**src/rtl/pipeline_pkg.sv**
```systemverilog
// Constants shared by the front-end pipeline: default datapath width, fetch
// stride and the mask that forces a PC onto a word boundary.
package pipeline_pkg;
   localparam int XLEN_DEF   = 32;
   localparam int WORD_BYTES = 4;
   // Sized wide enough for any XLEN up to 64; users slice to their width.
   localparam logic [63:0] PC_ALIGN_MASK = ~64'(WORD_BYTES - 1);
endpackage

```
**src/rtl/sync_fifo.sv**
```systemverilog
// Circular-buffer FIFO with a synchronous flush that overrides push and pop.
// Head data is presented combinationally.
module sync_fifo #(
   parameter int WIDTH = 32,
   parameter int DEPTH = 4,
   localparam int PW = $clog2(DEPTH)
) (
   input  logic             clk,
   input  logic             rst_n,
   input  logic             flush_i,
   input  logic             push_i,
   input  logic [WIDTH-1:0] wdata_i,
   input  logic             pop_i,
   output logic [WIDTH-1:0] rdata_o,
   output logic             empty_o,
   output logic [PW:0]      count_o
);
   logic [WIDTH-1:0] mem_q [DEPTH];
   logic [PW-1:0]    wptr_q, wptr_d, rptr_q, rptr_d;
   logic [PW:0]      cnt_q, cnt_d;
   logic             full, do_push, do_pop;

   assign empty_o = (cnt_q == '0);
   assign full    = (cnt_q == (PW+1)'(DEPTH));
   assign count_o = cnt_q;
   assign rdata_o = mem_q[rptr_q];
   assign do_pop  = pop_i && !empty_o;
   // A full queue still accepts a push when the head leaves in the same cycle.
   assign do_push = push_i && (!full || do_pop);

   always_comb begin
      wptr_d = do_push ? wptr_q + PW'(1) : wptr_q;
      rptr_d = do_pop  ? rptr_q + PW'(1) : rptr_q;
      cnt_d  = cnt_q + (PW+1)'(do_push) - (PW+1)'(do_pop);
      if (flush_i) begin
         wptr_d = '0;
         rptr_d = '0;
         cnt_d  = '0;
      end
   end

   always_ff @(posedge clk or negedge rst_n) begin
      if (!rst_n) begin
         wptr_q <= '0;
         rptr_q <= '0;
         cnt_q  <= '0;
         for (int i = 0; i < DEPTH; i++) mem_q[i] <= '0;
      end else begin
         wptr_q <= wptr_d;
         rptr_q <= rptr_d;
         cnt_q  <= cnt_d;
         if (do_push && !flush_i) mem_q[wptr_q] <= wdata_i;
      end
   end
endmodule

```
**src/rtl/fetch_queue.sv**
```systemverilog
// Instruction fetch front end: credit-limited request issue, in-order response
// capture into a queue, and redirect handling that drops stale responses.
module fetch_queue
   import pipeline_pkg::*;
#(
   parameter int              XLEN     = XLEN_DEF,
   parameter int              DEPTH    = 4,
   parameter logic [XLEN-1:0] RESET_PC = '0
) (
   input  logic            clk,
   input  logic            rst_n,
   output logic            imem_req,
   output logic [XLEN-1:0] imem_addr,
   input  logic            imem_gnt,
   input  logic            imem_rvalid,
   input  logic [XLEN-1:0] imem_rdata,
   input  logic            redirect_valid,
   input  logic [XLEN-1:0] redirect_pc,
   output logic            id_valid,
   output logic [XLEN-1:0] id_instr,
   output logic [XLEN-1:0] id_pc_plus4,
   input  logic            id_ready
);
   localparam int              CW    = $clog2(DEPTH) + 1;
   localparam logic [XLEN-1:0] ALIGN = PC_ALIGN_MASK[XLEN-1:0];
   localparam logic [XLEN-1:0] INC   = XLEN'(WORD_BYTES);

   logic [XLEN-1:0]   pc_q, pc_d, rsp_pc_q, rsp_pc_d, redir_pc;
   logic [CW-1:0]     infl_q, infl_d, disc_q, disc_d, fifo_cnt;
   logic [CW:0]       credits_used;
   logic              run_q, grant, accept, push, pop, fifo_empty;
   logic [2*XLEN-1:0] fifo_rdata;

   assign redir_pc     = redirect_pc & ALIGN;
   // Outstanding requests reserve a slot, so a returning response always fits.
   assign credits_used = {1'b0, fifo_cnt} + {1'b0, infl_q};
   assign imem_req     = run_q && (credits_used < (CW+1)'(DEPTH));
   assign imem_addr    = pc_q;
   assign grant        = imem_req && imem_gnt;
   assign accept       = imem_rvalid && (disc_q == '0);
   assign push         = accept && !redirect_valid;
   assign pop          = id_valid && id_ready && !redirect_valid;
   assign id_valid     = !fifo_empty;
   assign id_instr     = fifo_rdata[2*XLEN-1:XLEN];
   assign id_pc_plus4  = fifo_rdata[XLEN-1:0];

   always_comb begin
      infl_d   = infl_q + CW'(grant) - CW'(imem_rvalid);
      pc_d     = grant  ? pc_q + INC     : pc_q;
      rsp_pc_d = accept ? rsp_pc_q + INC : rsp_pc_q;
      disc_d   = (imem_rvalid && disc_q != '0) ? disc_q - CW'(1) : disc_q;
      // Everything still outstanding after this cycle belongs to the old path.
      if (redirect_valid) begin
         pc_d     = redir_pc;
         rsp_pc_d = redir_pc;
         disc_d   = infl_d;
      end
   end

   always_ff @(posedge clk or negedge rst_n) begin
      if (!rst_n) begin
         run_q    <= 1'b0;
         pc_q     <= RESET_PC;
         rsp_pc_q <= RESET_PC;
         infl_q   <= '0;
         disc_q   <= '0;
      end else begin
         run_q    <= 1'b1;
         pc_q     <= pc_d;
         rsp_pc_q <= rsp_pc_d;
         infl_q   <= infl_d;
         disc_q   <= disc_d;
      end
   end

   sync_fifo #(.WIDTH(2*XLEN), .DEPTH(DEPTH)) u_fifo (
      .clk     (clk),
      .rst_n   (rst_n),
      .flush_i (redirect_valid),
      .push_i  (push),
      .wdata_i ({imem_rdata, rsp_pc_q + INC}),
      .pop_i   (pop),
      .rdata_o (fifo_rdata),
      .empty_o (fifo_empty),
      .count_o (fifo_cnt)
   );
endmodule

```
**config.mk**
```make
export PLATFORM = sky130hd
export DESIGN_NAME = fetch_queue
export DESIGN_NICKNAME = d
export VERILOG_FILES = /design/src/rtl/pipeline_pkg.sv /design/src/rtl/sync_fifo.sv /design/src/rtl/fetch_queue.sv
export SDC_FILE = /design/constraint.sdc
export NUM_CORES = 1
export LEC_CHECK = 0
export ABC_AREA = 1
export CORE_MARGIN = 4
export CORE_UTILIZATION = 34
export CTS_CLUSTER_DIAMETER = 60
export DETAILED_ROUTE_END_ITERATION = 10
export SYNTH_ARGS = -nofsm -noshare
export SYNTH_HDL_FRONTEND = slang
export SYNTH_SLANG_ARGS = --single-unit
```
**constraint.sdc**
```tcl
create_clock -name clk -period 2.36 [get_ports clk]
set_clock_uncertainty 0.2 [all_clocks]
set_input_delay 0.708 -clock clk [delete_from_list [all_inputs] [get_ports clk]]
set_output_delay 0.708 -clock clk [all_outputs]
set_load 0.03 [all_outputs]
```
## After elaboration in Yosys (flattened, before gate mapping)

Cells that the tools add are included.
W data, S select, Z words.

| operators by class | value |
|---|---|
| add/subtract/negate cells | 10 |
| $lt $le $gt $ge | 4 |
| eq/ne operators | 1 |
| muxes and demuxes | 17 |
| bitwise gates (word level) | 2 |
| reduce and logical (&&, ||, !) cells | 23 |

Operator list:

| kind | count |
|---|---|
| $bwmux W256 | 1 |
| $mux W64 | 3 |
| $bmux W64 S2 | 1 |
| $demux W64 S2 | 1 |
| $mux W32 | 4 |
| $add A32 B3 Y32 const B | 2 |
| $logic_and A1 B1 Y1 | 11 |
| $reduce_bool A2 Y1 | 5 |
| $mux W3 | 3 |
| $mux W2 | 4 |
| $add A3 B1 Y3 | 2 |
| $ge A3 B3 Y1 const B | 2 |
| $logic_not A3 Y1 | 2 |
| $not A2 Y3 | 2 |
| $sub A3 B1 Y3 | 2 |
| $add A2 B1 Y2 const B | 2 |
| $add A3 B3 Y4 | 1 |
| $lt A4 B3 Y1 const B | 1 |
| $eq A3 B3 Y1 const B | 1 |
| $logic_not A1 Y1 | 3 |
| $lt A3 B1 Y1 const B | 1 |
| $reduce_bool A3 Y1 | 1 |
| $sub A3 B1 Y3 const B | 1 |
| $logic_or A1 B1 Y1 | 1 |

| word-level totals | value |
|---|---|
| register bits after elaboration | 334 |
| input bits | 70 |
| output and inout bits | 98 |
| word-level logic and storage cells | 69 |

## Depth between registers and ports, before layout

| depth | value |
|---|---|
| word-level depth | 10 |
| gate-level depth with buffers | 11 |
| gate-level depth less buffers | 11 |

## Modules after synthesis

Synthesis repeated with hierarchy kept, for this count alone.

| unflattened totals | value |
|---|---|
| cell total of the unflattened synthesis | 2,255 |
| area total of the unflattened synthesis | 17,400.4 um2 |

Modules (own cells, without submodules):

| module | instances | cells each | area an instance (um2) | seq. area each (um2) |
|---|---|---|---|---|
| sync_fifo | 1 | 1,555 | 12,695.9 | 6,581.3 |
| fetch_queue | 1 | 700 | 4,704.5 | 1,676.6 |

## Least setup slack after synthesis

OpenSTA, ideal clock, no wires.

| path | value |
|---|---|
| path type | input port to flip-flop |
| start point | in redirect_valid |
| end point | reg u_fifo.cnt_q[2] (netlist: u_fifo.count_o[2]) |
| setup time | 124 ps |
| data arrival time | 2,480 ps |
| data required time | 2,036 ps |
| slack | -445 ps |
| stages | 11 |
| path buffers | 3 |
| cell sequence | buf_2 -> buf_2 -> buf_1 -> nor2_1 -> ha_1 -> inv_1 -> ha_1 -> inv_1 -> fa_1 -> o21ai_0 -> a21oi_1 |

| between the ends | value |
|---|---|
| cells in the longest elaborated chain, start to end | 8 |
| elaborated cells on any way between the ends | 9 |
| classes of those cells | add/sub: 2; mux: 1; reduce/logical: 6 |

Ends and longest elaborated chain:

| element | RTL line | source |
|---|---|---|
| start: declaration | fetch_queue.sv:17 | `input logic redirect_valid,` |
| $logic_not A1 Y1 | fetch_queue.sv:41, fetch_queue.sv:42 |  |
| $logic_and A1 B1 Y1 | fetch_queue.sv:42 | `assign pop = id_valid && id_ready && !redirect_valid;` |
| $logic_and A1 B1 Y1 | sync_fifo.sv:27 | `assign do_pop = pop_i && !empty_o;` |
| $logic_or A1 B1 Y1 | sync_fifo.sv:29 | `assign do_push = push_i && (!full \|\| do_pop);` |
| $logic_and A1 B1 Y1 | sync_fifo.sv:29 |  |
| $add A3 B1 Y3 | sync_fifo.sv:34 | `cnt_d = cnt_q + (PW+1)'(do_push) - (PW+1)'(do_pop);` |
| $sub A3 B1 Y3 | sync_fifo.sv:34 |  |
| $mux W3 * | sync_fifo.sv:35 | `if (flush_i) begin` |
| via u_fifo.cnt_d[2] | sync_fifo.sv:20 | `logic [PW:0] cnt_q, cnt_d;` |
| end signal: assignment | sync_fifo.sv:51 | `cnt_q <= cnt_d;` |
| end: declaration | sync_fifo.sv:20 |  |

The timed path passes the listed nets; every way through them passes the cells marked *.
A chain may end at the register's enable or synchronous reset.

## Worst setup path after layout

| path | value |
|---|---|
| start point | reg u_fifo.rptr_q[0] |
| end point | out id_instr[4] |

| between the ends | value |
|---|---|
| cells in the longest elaborated chain, start to end | 4 |

Ends and longest elaborated chain:

| element | RTL line | source |
|---|---|---|
| start: declaration | sync_fifo.sv:19 | `logic [PW-1:0] wptr_q, wptr_d, rptr_q, rptr_d;` |
| start signal: assignment | sync_fifo.sv:50 | `rptr_q <= rptr_d;` |
| $not A2 Y3 (implied by the code) | sync_fifo.sv:26 | `assign rdata_o = mem_q[rptr_q];` |
| $bmux W64 S2 | sync_fifo.sv:26 |  |
| $mux W64 (implied by the code) (2 in a row) | sync_fifo.sv:26 |  |
| end: declaration | fetch_queue.sv:20 | `output logic [XLEN-1:0] id_instr,` |

Every way passes these cells. The select of a mux whose other input is x is not followed.

==> key figures <==
Power and ir drop
  • Cell Pwr Density: 1180 nW/um2
  • P_leak: roughly 11 nW
  • Worst VDD drop: approximately 470 uV

Min path
  • Hold crit path type: reg -> reg

Floorplan
  • # IOs: approximately 170
  • Die Y: between 200 and 250 um
  • Rows: 79
  • Die area: 50800 um2
  • Core ar.: 46700 um2
  • Die W: about 230 um
  • Initial Util: 0.344

Clocking
  • Root Driver: clkbuf_16
  • Clock slew at the register clock pins of the worst setup and hold paths: about 0.06 ns
  • Clock Latency Late Sink: approximately 0.55 ns
  • CTS sink count: about 320
  • Max H-tree Level: 2
  • Clock Path Buffers: 3
  • CTS tree: done
  • CTS Buf Count: 41

Logic synthesis
  • Dominant cell type by area after synthesis: dfrtp_1
  • Yosys reg bits: 322
  • Synthesized instance count: around 2.2k
  • Synthesized area: approximately 16000 um2
  • Library cells used by synthesis: 39
  • Post-synth EDFFs: 0
  • Seq/Total Area, Yosys: 0.502
  • Top_reg_cell synth: dfrtp_1
  • Synth area leaders: dfrtp_1 (50%), nand2_1 (23%), o21ai_0 (5.2%)
  • Asr flop ratio synth: 1.00
  • Yosys top cell area share: 0.502
  • Avg Synthesized Cell Area: roughly 7.4 um2
  • Yosys Warn Count: 0

Detailed routing
  • DRT Pass-1 Iters: 5
  • Vias per Instance: about 5.0
  • Starting DRT DRC Count: 1016
  • DR vias: 15.0k
  • Final ANT Viol Nets: 0
  • Routed length per placed instance: roughly 18 um
  • Post-Route WL: about 53000 um
  • DRC errors left: 0

Setup path
  • Worst Setup End Kind: primary output
  • Critical path startpoint category: flop
  • CP required: approximately 1.5 ns
  • Kind of critical path: reg -> out
  • Max FO, Critical Path: 10
  • CP arrival: just under 2 ns

Place
  • Number of port buffers: roughly 160
  • Routability cong.: about 0.93
  • Cells after DPL: 2928
  • Hpwl dp: between 30000 and 40000 um

Run
  • MaxCap Viol Count: 0

Timing
  • Fin. max-slew vios: 0
  • Hold WS: between 0.2 and 0.3 ns
  • Final setup fails: 67
  • Worst slew pin tran: around 0.61 ns
  • Fin. Hold Viols: 0
  • Unrepaired setup endpoints after global routing: yes
  • Fin crit share: 1.21
  • Highest clock rate: between 300 and 400 MHz
  • Relative slew slack: 0.592
  • Setup slack after layout: -0.497 ns
  • Setup TNS: -27.20 ns
  • Period minus WS final: approximately 2.9 ns

Cells and area
  • Fin cells: 3009
  • Antenna diode count: 0
  • Fillers: 4540
  • Storage cell area: approximately 8100 um2
  • Area Growth Syn to Fin: 35.4%
  • Final net count: approximately 2.5k
  • Layout cell share with drive strength beyond 1: 0.188
  • Area of the multi-input gates: roughly 7900 um2

Global route
  • GRT Total Usage: 0.206
  • Largest net degree at the start of global routing: between 70 and 80
  • First-pass GRT wire length: 83900 um
  • Vias in the first global route: approximately 15k
  • Gr ovfl total: 0
  • Initial antenna violation count: 0

Status
  • Status: finished with violations
  • Failing checks: negative setup slack
-- per-layer routing --
metal | GRT usage | vias up | wire (um) | share of wire
met5 | 0 | - | 0 | 0
met4 | 0.0547 | 0 | 1140 | 0.022
li1 | - | 7242 | - | -
met1 | 0.280 | 7215 | 23400 | 0.44
met2 | 0.340 | 509 | 25100 | 0.47
met3 | 0.0367 | 83 | 3360 | 0.063
-- where the power goes --
| part | total [mW] | switching, mW | internal (mW) | leakage, nW |
|---|---|---|---|---|
| registers | 7.88 | 1.01 | 6.87 | 4.27 |
| clock network | 6.19 | 2.46 | 3.74 | 0.652 |
| logic | 11.6 | 6.71 | 4.90 | 5.94 |
-- per-stage QoR --
| stage | instance area, um2 | power [mW] | worst slack, ns | utilization |
|---|---|---|---|---|
| after global placement | 19500 | 18.1 | -0.615 | 0.419 |
| final | 21700 | 25.7 | -0.497 | 0.466 |
| after floorplan | 16400 | 13.6 | -0.0983 | - |
| after global routing | 21700 | 27.1 | -0.552 | 0.466 |
| after detailed placement | 19500 | 18.3 | -0.579 | 0.419 |
| after CTS | 21200 | 25.2 | -0.562 | 0.455 |
-- synth_stat cells (13+ instances only) --
cell / n
a21oi_1: 21
buf_1: 13
buf_2: 36
clkbuf_1: 53
dfrtp_1: 322
ha_1: 14
inv_1: 93
nand2_1: 973
nand3_1: 77
nor2_1: 222
o21ai_0: 168
o22ai_1: 63
xor2_1: 17
-- critical path, stage by stage, from the launching register on --
cell and delay, ns:
dfrtp_4 0.56, clkinv_8 0.11, buf_6 0.16, buf_12 0.15
nor2_1 0.05, o22ai_2 0.19, buf_6 0.16
-- layout make-up --
| cell class | instances | area share |
|---|---|---|
| inverter | 102 | 0.0182 |
| clock inverter | 19 | 0.00898 |
| tap | 607 | 0.0349 |
| multi-input combinational | 1627 | 0.365 |
| sequential | 322 | 0.371 |
| timing repair buffer | 280 | 0.149 |
| clock buffer | 52 | 0.0523 |
-- state kept, by name (all words and copies together), names as in the netlist --
signal / flops
u_fifo.count_o: 3
u_fifo.mem_q: 248
imem_addr: 30
infl_q: 3
rsp_pc_q: 30
disc_q: 3
u_fifo.rptr_q: 2
run_q: 1
u_fifo.wptr_q: 2
-- timing repair --
item	CTS	global route
buffers inserted	8	4
hold buffers	1	0
gates resized for setup	182	158
pin swaps	11	30
hold endpoints to repair	32	0
cloned	1	6
setup endpoints to repair	97	106
-- path summary, 6_finish.rpt --
kind                       slack, ns              start                 to  depth (start not counted)
min in group asynchronous       0.46              rst_n  u_fifo.mem_q[179]                          2
max in group asynchronous       0.77              rst_n  u_fifo.mem_q[163]                          3
max                            -0.50   u_fifo.rptr_q[0]        id_instr[4]                          6
min                             0.27  u_fifo.mem_q[179]  u_fifo.mem_q[179]                          2
min reg2reg                     0.27  u_fifo.mem_q[179]  u_fifo.mem_q[179]                          2
max reg2reg                    -0.10  u_fifo.count_o[1]          disc_q[2]                         11
-- logic make-up after synthesis --
logic type               share of synthesized area
AO/OA/AOI/OAI                               0.0930
XOR/XNOR                                    0.0171
adder cells (fa/ha/maj)                     0.0134
buffers and inverters                       0.0547
flip-flops                                   0.502
other                                     0.000468
AND/OR/NAND/NOR                              0.319
-- cell usage in the layout (no fill, tap or decap), types with 8 or more instances in the layout --
cell type        netlist  routed
a21oi_1               21      19
buf_12                 0      51
buf_4                  9      75
buf_6                  0      48
clkbuf_16              0      47
clkbuf_2               0       8
clkdlybuf4s50_1        0      64
clkinv_2               0       8
dfrtp_1              322     320
dlygate4sd2_1          0      12
ha_1                  14      11
inv_1                 93      86
inv_2                  6      14
nand2_1              973     971
nand3_1               77      75
nor2_1               222     201
nor2_2                 6      21
nor2_4                 5      11
o21ai_0              168      71
o21ai_1                3      46
o21ai_2                0      44
o21ai_4                0      10
o22ai_2                0      58
xor2_1                17      17
Power figures use the tool's default switching activity.
